## src/rtl/i2c_eeprom_responder.sv

```systemverilog
// I2C target emulating a 256-byte EEPROM: oversampled bus decode, open-drain SDA enable,
// and a synchronous 256x8 memory port with an auto-incrementing address pointer.
`timescale 1ns/1ps

module i2c_eeprom_responder #(
  parameter logic [6:0] DEV_ADDR = 7'h50
) (
  input  logic       clk,
  input  logic       reset_n,
  input  logic       scl_i,
  input  logic       sda_i,
  output logic       sda_oe,
  output logic [7:0] mem_addr,
  output logic       mem_we,
  output logic [7:0] mem_wdata,
  output logic       mem_re,
  input  logic [7:0] mem_rdata,
  output logic       busy
);

  typedef enum logic [3:0] {
    S_IDLE,
    S_DEV_ADDR,
    S_DEV_ACK,
    S_REG_ADDR,
    S_REG_ACK,
    S_WR_DATA,
    S_WR_ACK,
    S_RD_DATA,
    S_RD_ACK,
    S_WAIT_STOP
  } state_t;

  state_t     r_state;
  logic [1:0] r_sclSync;
  logic [1:0] r_sdaSync;
  logic       r_sclDly;
  logic       r_sdaDly;
  logic [7:0] r_shift;
  logic [2:0] r_bitCnt;
  logic [7:0] r_pointer;
  logic       r_rw;
  logic       r_rdLoad;
  logic       r_sdaOe;
  logic [7:0] r_memAddr;
  logic       r_memWe;
  logic [7:0] r_memWdata;
  logic       r_memRe;
  logic       r_busy;

  logic       w_scl;
  logic       w_sda;
  logic       w_sclRise;
  logic       w_sclFall;
  logic       w_start;
  logic       w_stop;
  logic       w_lastBit;
  logic [7:0] w_byte;

  // Synchroniser flops reset to the idle-high bus level so reset release never looks like an event.
  always_ff @(posedge clk or negedge reset_n) begin
    if (!reset_n) begin
      r_sclSync <= 2'b11;
      r_sdaSync <= 2'b11;
      r_sclDly  <= 1'b1;
      r_sdaDly  <= 1'b1;
    end else begin
      r_sclSync <= {r_sclSync[0], scl_i};
      r_sdaSync <= {r_sdaSync[0], sda_i};
      r_sclDly  <= r_sclSync[1];
      r_sdaDly  <= r_sdaSync[1];
    end
  end

  assign w_scl     = r_sclSync[1];
  assign w_sda     = r_sdaSync[1];
  assign w_sclRise = w_scl & ~r_sclDly;
  assign w_sclFall = ~w_scl & r_sclDly;
  assign w_start   = w_scl & r_sclDly & r_sdaDly & ~w_sda;
  assign w_stop    = w_scl & r_sclDly & ~r_sdaDly & w_sda;
  assign w_lastBit = (r_bitCnt == 3'd7);
  assign w_byte    = {r_shift[6:0], w_sda};

  // ACK states are entered on the 8th rising edge, pull SDA on the following fall, and exit on the 9th rise.
  always_ff @(posedge clk or negedge reset_n) begin
    if (!reset_n) begin
      r_state    <= S_IDLE;
      r_shift    <= 8'h00;
      r_bitCnt   <= 3'd0;
      r_pointer  <= 8'h00;
      r_rw       <= 1'b0;
      r_rdLoad   <= 1'b0;
      r_sdaOe    <= 1'b0;
      r_memAddr  <= 8'h00;
      r_memWe    <= 1'b0;
      r_memWdata <= 8'h00;
      r_memRe    <= 1'b0;
      r_busy     <= 1'b0;
    end else begin
      r_memWe  <= 1'b0;
      r_memRe  <= 1'b0;
      r_rdLoad <= r_memRe;
      // Read data arrives the cycle after the strobe; it is captured well before the next SCL fall.
      if (r_rdLoad) begin
        r_shift <= mem_rdata;
      end
      if (w_stop) begin
        r_state <= S_IDLE;
        r_sdaOe <= 1'b0;
        r_busy  <= 1'b0;
      end else if (w_start) begin
        r_state  <= S_DEV_ADDR;
        r_bitCnt <= 3'd0;
        r_sdaOe  <= 1'b0;
      end else if (w_sclRise) begin
        case (r_state)
          S_DEV_ADDR: begin
            r_shift  <= w_byte;
            r_bitCnt <= r_bitCnt + 3'd1;
            if (w_lastBit) begin
              if (w_byte[7:1] == DEV_ADDR) begin
                r_state <= S_DEV_ACK;
                r_busy  <= 1'b1;
                r_rw    <= w_byte[0];
              end else begin
                r_state <= S_IDLE;
                r_busy  <= 1'b0;
              end
            end
          end
          S_DEV_ACK: begin
            r_bitCnt <= 3'd0;
            if (r_rw) begin
              r_memRe   <= 1'b1;
              r_memAddr <= r_pointer;
              r_state   <= S_RD_DATA;
            end else begin
              r_state <= S_REG_ADDR;
            end
          end
          S_REG_ADDR: begin
            r_shift  <= w_byte;
            r_bitCnt <= r_bitCnt + 3'd1;
            if (w_lastBit) begin
              r_pointer <= w_byte;
              r_state   <= S_REG_ACK;
            end
          end
          S_REG_ACK, S_WR_ACK: begin
            r_bitCnt <= 3'd0;
            r_state  <= S_WR_DATA;
          end
          S_WR_DATA: begin
            r_shift  <= w_byte;
            r_bitCnt <= r_bitCnt + 3'd1;
            if (w_lastBit) begin
              r_memWe    <= 1'b1;
              r_memAddr  <= r_pointer;
              r_memWdata <= w_byte;
              r_pointer  <= r_pointer + 8'd1;
              r_state    <= S_WR_ACK;
            end
          end
          S_RD_DATA: begin
            r_shift  <= {r_shift[6:0], 1'b0};
            r_bitCnt <= r_bitCnt + 3'd1;
            if (w_lastBit) begin
              r_pointer <= r_pointer + 8'd1;
              r_state   <= S_RD_ACK;
            end
          end
          S_RD_ACK: begin
            if (!w_sda) begin
              r_memRe   <= 1'b1;
              r_memAddr <= r_pointer;
              r_bitCnt  <= 3'd0;
              r_state   <= S_RD_DATA;
            end else begin
              r_state <= S_WAIT_STOP;
            end
          end
          default: begin
          end
        endcase
      end else if (w_sclFall) begin
        case (r_state)
          S_DEV_ACK, S_REG_ACK, S_WR_ACK: r_sdaOe <= 1'b1;
          S_RD_DATA:                      r_sdaOe <= ~r_shift[7];
          default:                        r_sdaOe <= 1'b0;
        endcase
      end
    end
  end

  assign sda_oe    = r_sdaOe;
  assign mem_addr  = r_memAddr;
  assign mem_we    = r_memWe;
  assign mem_wdata = r_memWdata;
  assign mem_re    = r_memRe;
  assign busy      = r_busy;

endmodule

```

## config.mk

```make
export PLATFORM = sky130hd
export DESIGN_NAME = i2c_eeprom_responder
export DESIGN_NICKNAME = d
export VERILOG_FILES = /design/src/rtl/i2c_eeprom_responder.sv
export SDC_FILE = /design/constraint.sdc
export NUM_CORES = 1
export LEC_CHECK = 0
export ABC_CLOCK_PERIOD_IN_PS = 2800
export BUFFER_PORTS_ARGS = -buffer_cell sky130_fd_sc_hd__buf_2
export CAP_MARGIN = 20
export CORE_AREA = 2 2 83 85
export CTS_BUF_LIST = sky130_fd_sc_hd__clkbuf_16
export CTS_CLUSTER_SIZE = 30
export DETAILED_ROUTE_END_ITERATION = 16
export DIE_AREA = 0 0 85 87
export PLACE_DENSITY = 0.63
export SLEW_MARGIN = 40
export SYNTH_ARGS = -nofsm -noshare
export SYNTH_HDL_FRONTEND = slang
export SYNTH_SLANG_ARGS = --single-unit
```

## constraint.sdc

```tcl
create_clock -name clk -period 2.8 [get_ports clk]
set_input_delay 0.14 -clock clk [delete_from_list [all_inputs] [get_ports clk]]
set_output_delay 0.14 -clock clk [all_outputs]
set_load 0.005 [all_outputs]
```

-- After elaboration in Yosys (flattened, before gate mapping)
Cells that the tools add are included.
- multiplexer cells: 49
- eq/ne operators: 22
- bitwise gates (word level): 14
- div/mod/pow operators: 0
- $lt $le $gt $ge: 0
- $mul: 0
- shift-type cells: 0
- add/sub/neg operators: 2
- reductions and logical operators: 23
- operators with widths (kind ; number):
    $mux 8 ; 9
    $mux 4 ; 8
    $pmux 8 s2 ; 2
    $pmux 4 s7 ; 1
    $pmux 8 s3 ; 1
    $mux 1 ; 20
    $reduce_and 6->1 ; 3
    $eq 4x3->1 const B ; 4
    $ne 4x4->1 const B ; 4
    $mux 3 ; 4
    $reduce_bool 2->1 ; 5
    $pmux 3 s3 ; 1
    $reduce_bool 3->1 ; 3
    $reduce_bool 9->1 ; 1
    $add 8x1->8 const B ; 1
    $eq 4x2->1 const B ; 2
    $ne 2x2->1 const B ; 4
    $reduce_and 4->1 ; 2
    $and 1x1->1 ; 7
    $eq 7x7->1 const B ; 1
    $not 1->1 ; 7
    $reduce_and 7->1 ; 1
    $reduce_or 3->1 ; 2
    $reduce_and 5->1 ; 1
    other kinds (13) ; 16
- memories: 0
- output and inout bits: 20
- register bits: 51
- RAM bits: 0
- ROM bits: 0
- bits in latches: 0

-- Depth between registers and ports, before layout
Gate-level depths: netlist of run 1.
- depth after elaboration: 7
- depth in mapped cells: 7
- mapped depth without buffers: 5

-- Worst setup path after synthesis of run 1
OpenSTA, ideal clock, no wires.
- kind: register -> register
- from: register r_state[0]
- to: register r_memAddr[0], in the netlist mem_addr[0]
- arrival time: 1615 ps
- required time: 2675 ps
- path buffers: 2
- cell stages (with the launch flop): 7
- setup slack: 1059 ps
- period minus slack after synthesis: 1741 ps
- cells stage by stage: dfrtp_1 -> buf_6 -> nor4b_4 -> a31oi_1 -> a221o_1 -> buf_6 -> mux2_4
- word-level cells in the longest chain between the ends: 3
- elaborated cells between the ends (all ways): 9
- those cells by class: 6 x eq/ne; 1 x mux; 2 x reduce/logical
- RTL lines (item ; line ; source):
    from (decl) ; 34 ; state_t r_state;
    from (signal assigned) ; 87 ; r_state <= S_IDLE;
    from (signal assigned) ; 108 ; r_state <= S_IDLE;
    from (signal assigned) ; 112 ; r_state <= S_DEV_ADDR;
    $eq 4x3->1 (tied with other cells) ; 116 ; case (r_state)
    $ne 2x2->1 (no line) / $reduce_bool 3->1 (equally long branches) ; - ;
    $reduce_and 7->1 (no line) ; - ;
    to (signal assigned) ; 135 ; r_memAddr <= r_pointer;
    to (signal assigned) ; 158 ; r_memAddr <= r_pointer;
    to (signal assigned) ; 175 ; r_memAddr <= r_pointer;
    to (decl) ; 45 ; logic [7:0] r_memAddr;
Several ways; a longest one is shown, not always the timed one.
A chain may end at the register's enable or synchronous reset.

-- Worst setup path in the final report of run 1
- from: register r_state[1]
- to: register r_memAddr[2], in the netlist mem_addr[2]
The elaborated chain is that of the path after synthesis.

==> flow_summary.yaml, run 1 <==
synth:
  synth_top_area_share_pct: 44.75
  synth-seq-area-share_pct: 51.02
  synth_seq_cells: 51
  yosysWarnings: 0
  syn_nets: 243
  yosys_most_used_dff: "dfrtp_1"
  synth_cells: 228
  async_reset_ff_share_pct: 100.0
  yosysUniqueCellTypes: 47
  synth_edf_count: 0
  synth_area_mm2: 0.002516
  synth_top_area_cell: "dfrtp_1"
  postSynthAreaPerCell_um2: 11.04
  synth_area_leaders: "dfrtp_1 45%, dfstp_2 6.3%, mux2_4 4.8%, mux2_2 4.0%, nand2_1 3.7%"
setup_path:
  cp-start-kind: "flip-flop"
  required_ps: 2970
  cp-end-kind: "flip-flop"
  crit_slowest_cell: "dfrtp_1"
  crit_chain: "nand3b_1 -> or3_1 -> a221o_1 -> mux2_4"
  path_max_fanout: 13
  critical_path_arrival_ps: 2270
  cpPeakStageDelay_ps: 610
  path_class: "flip-flop to flip-flop"
final_layout:
  n_antenna_cell: 0
  areaGrowthSynthToFinish_pct: 14.47
  layout_common_cells: "45 x dfrtp_1, 31 x buf_2, 25 x nand2_1"
  fin_util_pct: 43.85
  drive_gt1_share_pct: 28.29
  final_common_cell: "dfrtp_1"
  nets: 272
  nFillCells: 611
placed_design:
  portBuffers: 31
  hpwl_um: 3483
  gp_congestion: 0.8597
power_and_ir_drop:
  p_leak_nw: 1.337
  p_int_mw: 1.161
  power_frac_comb_pct: 6.4
  clockPowerShare_pct: 39.0
  vdd_drop_max_mv: 0.2904
  switching_share_pct: 24.56
  finalPower_mw: 1.539
  p_seq_share_pct: 54.6
  p_sw_mw: 0.3780
  cellPowerDensity_mw_per_mm2: 534.4
hold_path:
  min_path_type: "input port to flip-flop"
floorplan:
  core_mm2: 0.006569
  die_area_mm2: 0.007395
  fp-row-count: 30
  die_y_um: 87
  io-pin-count: 32
  initial_core_util_pct: 38.30
  fp.dieW_um: 85
grt:
  grt_max_degree: 28
  grt_use_met3_pct: 2.370
  globalRoute.totalOverflow: 0
  grt.total_usage_pct: 14.29
  antenna_found_initial: 0
  busiest_layer: "met2"
  grt_pass1_wl_um: 8418
  grt_pass1_vias: 1729
  met1_usage_pct: 19.55
  use_met2_pct: 21.80
clocking:
  tritoncts: "done"
  path_clk_slew_ps: 70
  ctsLongestPathBuffers: 2
  cts_root_buf: "clkbuf_16"
  cts_made_buffers: 5
  numClockSinks: 51
  htreeDepth: 2
  clk_latency_ps: 290
drt:
  wl_per_cell_um: 14.43
  final_antenna_net_count: 0
  drt_iter0_drc: 72
  route.detailed.drc: 0
  firstDrtPassIters: 4
  wirelength_um: 4877
  viasPerCell: 5.382
  num_vias: 1819
timing:
  fin_setup_tns_ps: 0
  rsz0062_at_grt: "no"
  finalHoldViolCount: 0
  fmax_mhz: 475.9
  finalMaxSlewViolations: 0
  min_period_ps: 2101
  period_share_pct: 75.05
  tightest_slew_ps: 624.6
  finClkSkew_ps: 5.845
  max_slew_margin_pct: 57.29
  setup_viol: 0
run_status:
  status: "complete, no violations"
run:
  maxCapViolations: 0
[worst paths after layout]
kind	start	end	slack, ps	cells past startpoint
worst max-delay path	r_state[1]$_DFFE_PN0P_	mem_addr[2]$_DFFE_PN0P_	700	4
worst min-delay path	mem_rdata[5]	r_shift[5]$_DFF_PN0_	140	3
worst max register to register	r_state[1]$_DFFE_PN0P_	mem_addr[2]$_DFFE_PN0P_	700	4
worst min register to register	r_sdaSync[0]$_DFF_PN1_	r_sdaSync[1]$_DFF_PN1_	360	0
max in group asynchronous	reset_n	r_sdaSync[1]$_DFF_PN1_	1640	3
min in group asynchronous	reset_n	sda_oe$_DFFE_PN0P_	370	2
[registers in the layout, summed over array words and instances, names as in the netlist]
name,count
r_rdLoad,1
sda_oe,1
r_state,4
mem_addr,8
mem_wdata,8
r_shift,8
r_sdaDly,1
r_bitCnt,3
busy,1
mem_re,1
r_sdaSync,2
r_pointer,8
mem_we,1
r_sclDly,1
r_sclSync,2
r_rw,1
[critical path, delay by kind of cell, from the launching register on]
kind	cells	cell delay, ps
mux	1	370
flops	1	610
compound gates	1	530
simple gates	2	480
[kinds of logic after synthesis]
group	after synthesis	share of synthesized area (%)
buffers and inverters	19	4.326
DFF	51	51.02
and+or+nand+nor	73	16.01
xor gates and xnor gates	1	0.3481
adders and majority gates	3	1.492
muxes	26	12.38
AOI/OAI and AO/OA	55	14.42
[metrics by stage]
step / cells / instance area [um2] / setup WS (ps) / hold slack [ps]
3_3_place_gp: 327 / 2706 / 731.6 / 162.6
2_1_floorplan: 228 / 2516 / 1059 / -155.6
4_1_cts: 338 / 2880 / 693.4 / 143.4
5_1_grt: 338 / 2880 / 533.9 / 181.8
6_report: 338 / 2880 / 698.7 / 144.3
3_5_place_dp: 327 / 2706 / 707.9 / 172.1
[power by group through the flow]
stage | clock network [mW] | logic [mW] | registers (mW)
6_report | 0.600 | 0.0990 | 0.840
5_1_grt | 0.648 | 0.116 | 0.850
4_1_cts | 0.621 | 0.101 | 0.840
3_5_place_dp | 0 | 0.0965 | 0.854
3_3_place_gp | 0 | 0.0946 | 0.854
2_1_floorplan | 0 | 0.0682 | 0.827
[final cells by class]
| class | instances | area [um2] | area share [%] |
|---|---|---|---|
| Timing Repair Buffer | 37 | 207.7 | 7.211 |
| Sequential cell | 51 | 1284 | 44.57 |
| Clock inverter | 3 | 18.77 | 0.6516 |
| Multi-Input combinational cell | 158 | 1130 | 39.23 |
| Inverter | 4 | 15.01 | 0.5213 |
| Tap cell | 80 | 100.1 | 3.475 |
| Clock buffer | 5 | 125.1 | 4.344 |
[Yosys cell counts (3+ instances only)]
master	n
a22oi_1	3
nand3_1	15
a2bb2oi_1	4
dfstp_2	6
mux2_4	8
inv_1	4
mux2_2	9
ha_1	3
buf_6	4
a31oi_1	4
a21oi_1	9
o22ai_1	6
and3_1	3
clkbuf_1	7
mux2i_1	9
nor2b_1	5
nand2b_1	5
nand2_1	25
buf_2	3
nor2_1	5
o21ai_0	17
dfrtp_1	45
[repair_timing]
item,CTS,global route
gates resized for setup,0,0
buffers inserted,0,0
endpoints found under the hold margin,22,0
hold buffers,3,0
[per-layer routing]
metal / share of wire (%) / up-vias
met2: 46 / 31
met3: 2.8 / 11
met1: 49 / 886
met4: 2.7 / 0
li1: - / 891
met5: 0 / -
No activity file was read; power rests on OpenSTA's default activity.
==> inputs of run 2 (changes only) <==
--- a/config.mk
+++ b/config.mk
@@ -5,14 +5,15 @@
 export SDC_FILE = /design/constraint.sdc
 export NUM_CORES = 1
 export LEC_CHECK = 0
-export ABC_CLOCK_PERIOD_IN_PS = 2800
+export ABC_AREA = 1
+export ABC_CLOCK_PERIOD_IN_PS = 2200
 export BUFFER_PORTS_ARGS = -buffer_cell sky130_fd_sc_hd__buf_2
 export CAP_MARGIN = 20
-export CORE_AREA = 2 2 83 85
+export CORE_AREA = 2 2 84 86
 export CTS_BUF_LIST = sky130_fd_sc_hd__clkbuf_16
 export CTS_CLUSTER_SIZE = 30
 export DETAILED_ROUTE_END_ITERATION = 16
-export DIE_AREA = 0 0 85 87
+export DIE_AREA = 0 0 86 88
 export PLACE_DENSITY = 0.63
 export SLEW_MARGIN = 40
 export SYNTH_ARGS = -nofsm -noshare
==> constraint.sdc (replaced) <==
create_clock -name clk -period 2.2 [get_ports clk]
set_input_delay 0.11 -clock clk [delete_from_list [all_inputs] [get_ports clk]]
set_output_delay 0.11 -clock clk [all_outputs]
set_load 0.005 [all_outputs]
==> run 2 against run 1 <==
Effect of this change: combinational power grew to 2.9 times the previous value; sequential power up 27%; synthesized area increased by 2.0%; final cell count is 25% higher; synthesized cell count grew 34%; critical endpoint is now mem_wdata[2]$_DFFE_PN0P_; largest cell class unchanged; highest routed layer unchanged.
==> flow_summary.yaml, run 2 <==
timing:
  min_period_ps: 1791
  finClkSkew_ps: 9.174
  setup_viol: 0
  period_share_pct: 81.41
  finalHoldViolCount: 0
  fin_setup_tns_ps: 0
  fmax_mhz: 558.4
  rsz0062_at_grt: "no"
  finalMaxSlewViolations: 0
  max_slew_margin_pct: 66.13
  tightest_slew_ps: 508.1
floorplan:
  io-pin-count: 32
  fp-row-count: 30
  die_area_mm2: 0.007568
  core_mm2: 0.006644
  initial_core_util_pct: 38.64
  die_y_um: 88
  fp.dieW_um: 86
clocking:
  path_clk_slew_ps: 70
  numClockSinks: 51
  ctsLongestPathBuffers: 2
  tritoncts: "done"
  cts_made_buffers: 5
  clk_latency_ps: 290
  cts_resized: 0
  htreeDepth: 2
  cts_root_buf: "clkbuf_16"
synth:
  syn_nets: 321
  synth_area_mm2: 0.002567
  synth_cells: 306
  synth_edf_count: 0
  yosysWarnings: 0
  yosys_most_used_dff: "dfrtp_1"
  synthTopCellsByCount: "85 x nand2_1, 45 x dfrtp_1, 28 x nand3_1, 28 x o21ai_0, 21 x inv_1"
  synth_area_leaders: "dfrtp_1 44%, nand2_1 12%, dfstp_2 6.1%, nand3_1 5.5%, o21ai_0 5.5%"
  postSynthAreaPerCell_um2: 8.390
  synth_top_area_cell: "dfrtp_1"
  synth_top_area_share_pct: 43.86
  yosysUniqueCellTypes: 34
  synth.most_common_cell: "nand2_1"
  synth_seq_cells: 51
  async_reset_ff_share_pct: 100.0
  synth-seq-area-share_pct: 50.00
run_status:
  status: "complete, no violations"
setup_path:
  path_max_fanout: 17
  ff2ff_path_depth: 7
  cp-end-kind: "flip-flop"
  rrSetupSlack_ps: 410
  critPathBufInv: 1
  cpPeakStageDelay_ps: 380
  critical_path_arrival_ps: 1960
  crit_chain: "ha_1 -> ha_1 -> inv_1 -> nor2_2 -> nand3_2 -> nand2_1 -> o21ai_1"
  crit_cells: 7
  crit_family: "simple AND/OR/NAND/NOR gates"
  required_ps: 2370
  path_class: "flip-flop to flip-flop"
  crit_slowest_cell: "dfrtp_1"
  cp_common_cell: "ha_1"
  cp-start-kind: "flip-flop"
final_layout:
  layout_common_cells: "85 x nand2_1, 45 x dfrtp_1, 31 x buf_2"
  final_common_cell: "nand2_1"
  n_antenna_cell: 0
  nets: 357
  areaGrowthSynthToFinish_pct: 16.18
  drive_gt1_share_pct: 20.99
  fin_util_pct: 44.90
drt:
  final_antenna_net_count: 0
  viasPerCell: 5.151
  drt_iter0_drc: 152
  num_vias: 2179
  route.detailed.drc: 0
  wl_per_cell_um: 13.56
  firstDrtPassIters: 6
  wirelength_um: 5734
hold_path:
  min_path_type: "input port to flip-flop"
  whs_path_depth: 3
grt:
  antenna_found_initial: 0
  grt.total_usage_pct: 16.11
  grt_pass1_vias: 2038
  globalRoute.totalOverflow: 0
  grt_pass1_wl_um: 9729
  grt_max_degree: 32
power_and_ir_drop:
  vdd_drop_max_mv: 0.4095
  cellPowerDensity_mw_per_mm2: 713.9
  p_leak_nw: 1.556
placed_design:
  portBuffers: 31
  gp_congestion: 0.8917
  hpwl_um: 4109
run:
  maxCapViolations: 0
==> run 2: cell count changes after synthesis, moves of 10 or more <==
cell     before  now
nor2_1        5   20
inv_1         4   21
o21ai_1       0   10
nand3_1      15   28
o21ai_0      17   28
nand2_1      25   85
==> run 2: worst register-to-register path: cells and delay by family (launching register included) <==
family,cells,cell delay (ps)
simple gates,3,650
fa+ha+maj,2,430
flops,1,380
buf+inv,1,130
compound gates,1,80
==> run 2: worst paths after layout <==
check / from / end
setup / recovery: r_bitCnt[0]$_DFFE_PN0P_ / mem_wdata[2]$_DFFE_PN0P_
hold / removal: mem_rdata[0] / r_shift[0]$_DFF_PN0_
setup reg to reg: r_bitCnt[0]$_DFFE_PN0P_ / mem_wdata[2]$_DFFE_PN0P_
hold reg to reg: r_sdaSync[0]$_DFF_PN1_ / r_sdaSync[1]$_DFF_PN1_
max in group asynchronous: reset_n / r_shift[7]$_DFF_PN0_
min in group asynchronous: reset_n / r_state[2]$_DFFE_PN0P_
==> run 2: logic make-up (layout without fill, tap and decap cells) <==
logic type | count (synthesis) | count (layout) | share of synthesized area (%)
compound gates | 57 | 57 | 12.57
xor+xnor | 1 | 1 | 0.3412
fa+ha+maj | 3 | 3 | 1.462
buf+inv | 33 | 70 | 5.458
flops | 51 | 51 | 50.00
mux | 1 | 1 | 0.3899
simple gates | 160 | 160 | 29.78
==> run 2: layer usage <==
metal  part of all wire (%)  global-route usage, %  up-vias  wire, um
met2                     45                  25.02       69      2606
met3                    5.9                  3.299        7       340
met1                     47                  22.89     1020      2719
li1                       -                      -     1083         -
met5                      0                      0        -         0
met4                    1.2                  4.618        0        67
==> run 2: layout make-up <==
cell class / count / area, um2
clock buffer: 5 / 125.1
clock inverter: 3 / 18.77
fill: 645 / 3661
inverter: 27 / 106.4
multi-input combinational: 222 / 1144
sequential: 51 / 1284
tap: 80 / 100.1
timing repair buffer: 35 / 205.2
==> run 2: power breakdown <==
part           total (mW)  switching (mW)  internal, mW
clock network       0.773           0.351         0.422
registers            1.07          0.0534          1.02
logic               0.283           0.193        0.0905
==> run 2: repair_timing <==
| item | 4_1_cts | 5_1_grt |
|---|---|---|
| setup buffers | 0 | 0 |
| hold buffers | 3 | 0 |
| hold endpoints to repair | 16 | 0 |
==> run 2: metrics by stage <==
step	std cells	cell area [um2]	total power, mW	worst slack [ps]	hold slack [ps]
floorplan	306	2567	1.265	687.9	-185.6
global placement	412	2809	1.362	477.3	124.7
detailed placement	412	2809	1.370	447.1	118.3
CTS	423	2983	2.155	403.7	114.7
global route	423	2983	2.239	249.0	132.9
finish	423	2983	2.130	409.0	120.2
==> inputs of run 3 (changes only) <==
--- a/config.mk
+++ b/config.mk
@@ -6,7 +6,7 @@
 export NUM_CORES = 1
 export LEC_CHECK = 0
 export ABC_AREA = 1
-export ABC_CLOCK_PERIOD_IN_PS = 2200
+export ABC_CLOCK_PERIOD_IN_PS = 1500
 export BUFFER_PORTS_ARGS = -buffer_cell sky130_fd_sc_hd__buf_2
 export CAP_MARGIN = 20
 export CORE_AREA = 2 2 84 86
@@ -14,7 +14,7 @@
 export CTS_CLUSTER_SIZE = 30
 export DETAILED_ROUTE_END_ITERATION = 16
 export DIE_AREA = 0 0 86 88
-export PLACE_DENSITY = 0.63
+export PLACE_DENSITY = 0.65
 export SLEW_MARGIN = 40
 export SYNTH_ARGS = -nofsm -noshare
 export SYNTH_HDL_FRONTEND = slang
==> constraint.sdc (replaced) <==
create_clock -name clk -period 1.5 [get_ports clk]
set_input_delay 0.075 -clock clk [delete_from_list [all_inputs] [get_ports clk]]
set_output_delay 0.075 -clock clk [all_outputs]
set_load 0.005 [all_outputs]
==> run 3 against run 2 <==
Effect of this change: the flow now finishes with violations (setup timing); count of clock-buffer cells in the layout stayed put; hold slack worse by 44 ps; non-clock buffer count is 27 higher; wire length is 5.5% higher; clock skew is 2.7 ps lower; worst setup slack worse by 420 ps; final area is 13% higher; global-route usage is 0.43 points higher; register-to-register slack worse by 420 ps; core utilization is 5.9 points higher; critical path type unchanged; largest power group unchanged.
==> flow_summary.yaml, run 3 (synthesis gave the netlist of run 2 again) <==
timing:
  finClkSkew_ps: 6.523
  finalHoldViolCount: 0
  setup_viol: 2
  max_slew_margin_pct: 72.88
  setup_slack_ps: -12.35
  finalMaxSlewViolations: 0
  fmax_mhz: 661.2
  rsz0062_at_grt: "yes"
  period_share_pct: 100.8
  min_period_ps: 1512
  tightest_slew_ps: 406.9
clocking:
  numClockSinks: 51
  clk_latency_ps: 290
  cts_root_buf: "clkbuf_16"
  tritoncts: "done"
  htreeDepth: 2
  path_clk_slew_ps: 70
  ctsLongestPathBuffers: 2
  cts_made_buffers: 5
grt:
  grt.total_usage_pct: 16.54
  antenna_found_initial: 0
  grt_pass1_vias: 2118
  grt_max_degree: 52
  grt_pass1_wl_um: 9908
  globalRoute.totalOverflow: 0
power_and_ir_drop:
  p_leak_nw: 1.723
  vdd_drop_max_mv: 0.7418
  cellPowerDensity_mw_per_mm2: 1036
hold_path:
  min_path_type: "input port to flip-flop"
placed_design:
  hpwl_um: 4185
  gp_congestion: 0.8633
  pre_cts_ws_ps: 1.629
  portBuffers: 31
run_status:
  status: "finished with violations"
  failed_checks: "setup timing"
drt:
  wirelength_um: 6047
  drt_iter0_drc: 145
  num_vias: 2266
  viasPerCell: 5.024
  route.detailed.drc: 0
  wl_per_cell_um: 13.41
  firstDrtPassIters: 4
  final_antenna_net_count: 0
setup_path:
  cp-start-kind: "flip-flop"
  crit_family: "flip-flops"
  crit_chain: "buf_6 -> o211ai_1 -> nand4_1 -> buf_4 -> nand4_1 -> nand2_1"
  cp_common_cell: "nand4_1"
  critPathBufInv: 2
  crit_slowest_cell: "dfrtp_1"
  cp-end-kind: "flip-flop"
  path_class: "flip-flop to flip-flop"
  required_ps: 1680
  path_max_fanout: 4
  cpPeakStageDelay_ps: 440
  critical_path_arrival_ps: 1700
floorplan:
  initial_core_util_pct: 38.64
  io-pin-count: 32
  core_mm2: 0.006644
  die_area_mm2: 0.007568
  fp-row-count: 30
  die_y_um: 88
  fp.dieW_um: 86
final_layout:
  areaGrowthSynthToFinish_pct: 31.48
  layout_common_cells: "80 x nand2_1, 42 x dfrtp_1, 31 x buf_2"
  final_common_cell: "nand2_1"
  drive_gt1_share_pct: 33.42
  nets: 385
  n_antenna_cell: 0
  fin_util_pct: 50.81
run:
  maxCapViolations: 0
-- run 3: what timing repair did --
| action | CTS | global route |
|---|---|---|
| hold buffers | 3 | 0 |
| pin swaps | 1 | 12 |
| setup endpoints to repair | 8 | 31 |
| endpoints found under the hold margin | 47 | 0 |
| resized for setup | 3 | 32 |
| setup buffers | 0 | 8 |
| gates cloned | 0 | 1 |
-- run 3: per-layer routing --
layer	vias to the layer above	routed length, um	part of all wire [%]	global-route usage (%)
li1	1147	-	-	-
met1	1048	2873	48	23.60
met2	62	2748	45	25.23
met3	9	311	5.1	3.016
met4	0	114	1.9	6.061
met5	-	0	0	0
-- run 3: final timing paths --
path	startpoint	end	slack, ps	depth (start not counted)
min in group asynchronous	reset_n	r_bitCnt[2]$_DFFE_PN0P_	290	3
setup / recovery	r_state[1]$_DFFE_PN0P_	r_bitCnt[0]$_DFFE_PN0P_	-10	6
setup reg to reg	r_state[1]$_DFFE_PN0P_	r_bitCnt[0]$_DFFE_PN0P_	-10	6
hold reg to reg	r_sclSync[0]$_DFF_PN1_	r_sclSync[1]$_DFF_PN1_	360	0
max in group asynchronous	reset_n	r_sdaSync[0]$_DFF_PN1_	920	3
hold / removal	mem_rdata[0]	r_shift[0]$_DFF_PN0_	80	3
-- run 3: worst min-delay path, delay by kind of cell --
family	cells	cell delay [ps]
buffers and inverters	1	80
AO/OA/AOI/OAI	2	170
-- run 3: layout make-up --
type	count	area, um2
repair buffers	62	440.4
well taps	80	100.1
inverters	27	111.4
clock inverters	3	63.81
clock buffers	5	125.1
fillers	618	3268
multi-input cells	223	1247
flip-flops and latches	51	1287
-- run 3: through the flow --
step / power (mW) / hold slack (ps) / setup TNS, ps / cell area (um2) / cells
after floorplan: 1.855 / -220.6 / 0 / 2570 / 306
after global placement: 2.026 / 88.00 / 0 / 2979 / 431
after detailed placement: 2.037 / 88.89 / 0 / 2979 / 431
after CTS: 3.501 / 74.54 / 0 / 3203 / 442
after global routing: 3.660 / 87.59 / -366.6 / 3376 / 451
final: 3.497 / 76.69 / -23.52 / 3376 / 451
-- run 3: power by group --
group | internal, mW | switching, mW
sequential | 1.50 | 0.0761
clock | 0.950 | 0.500
combinational | 0.176 | 0.298
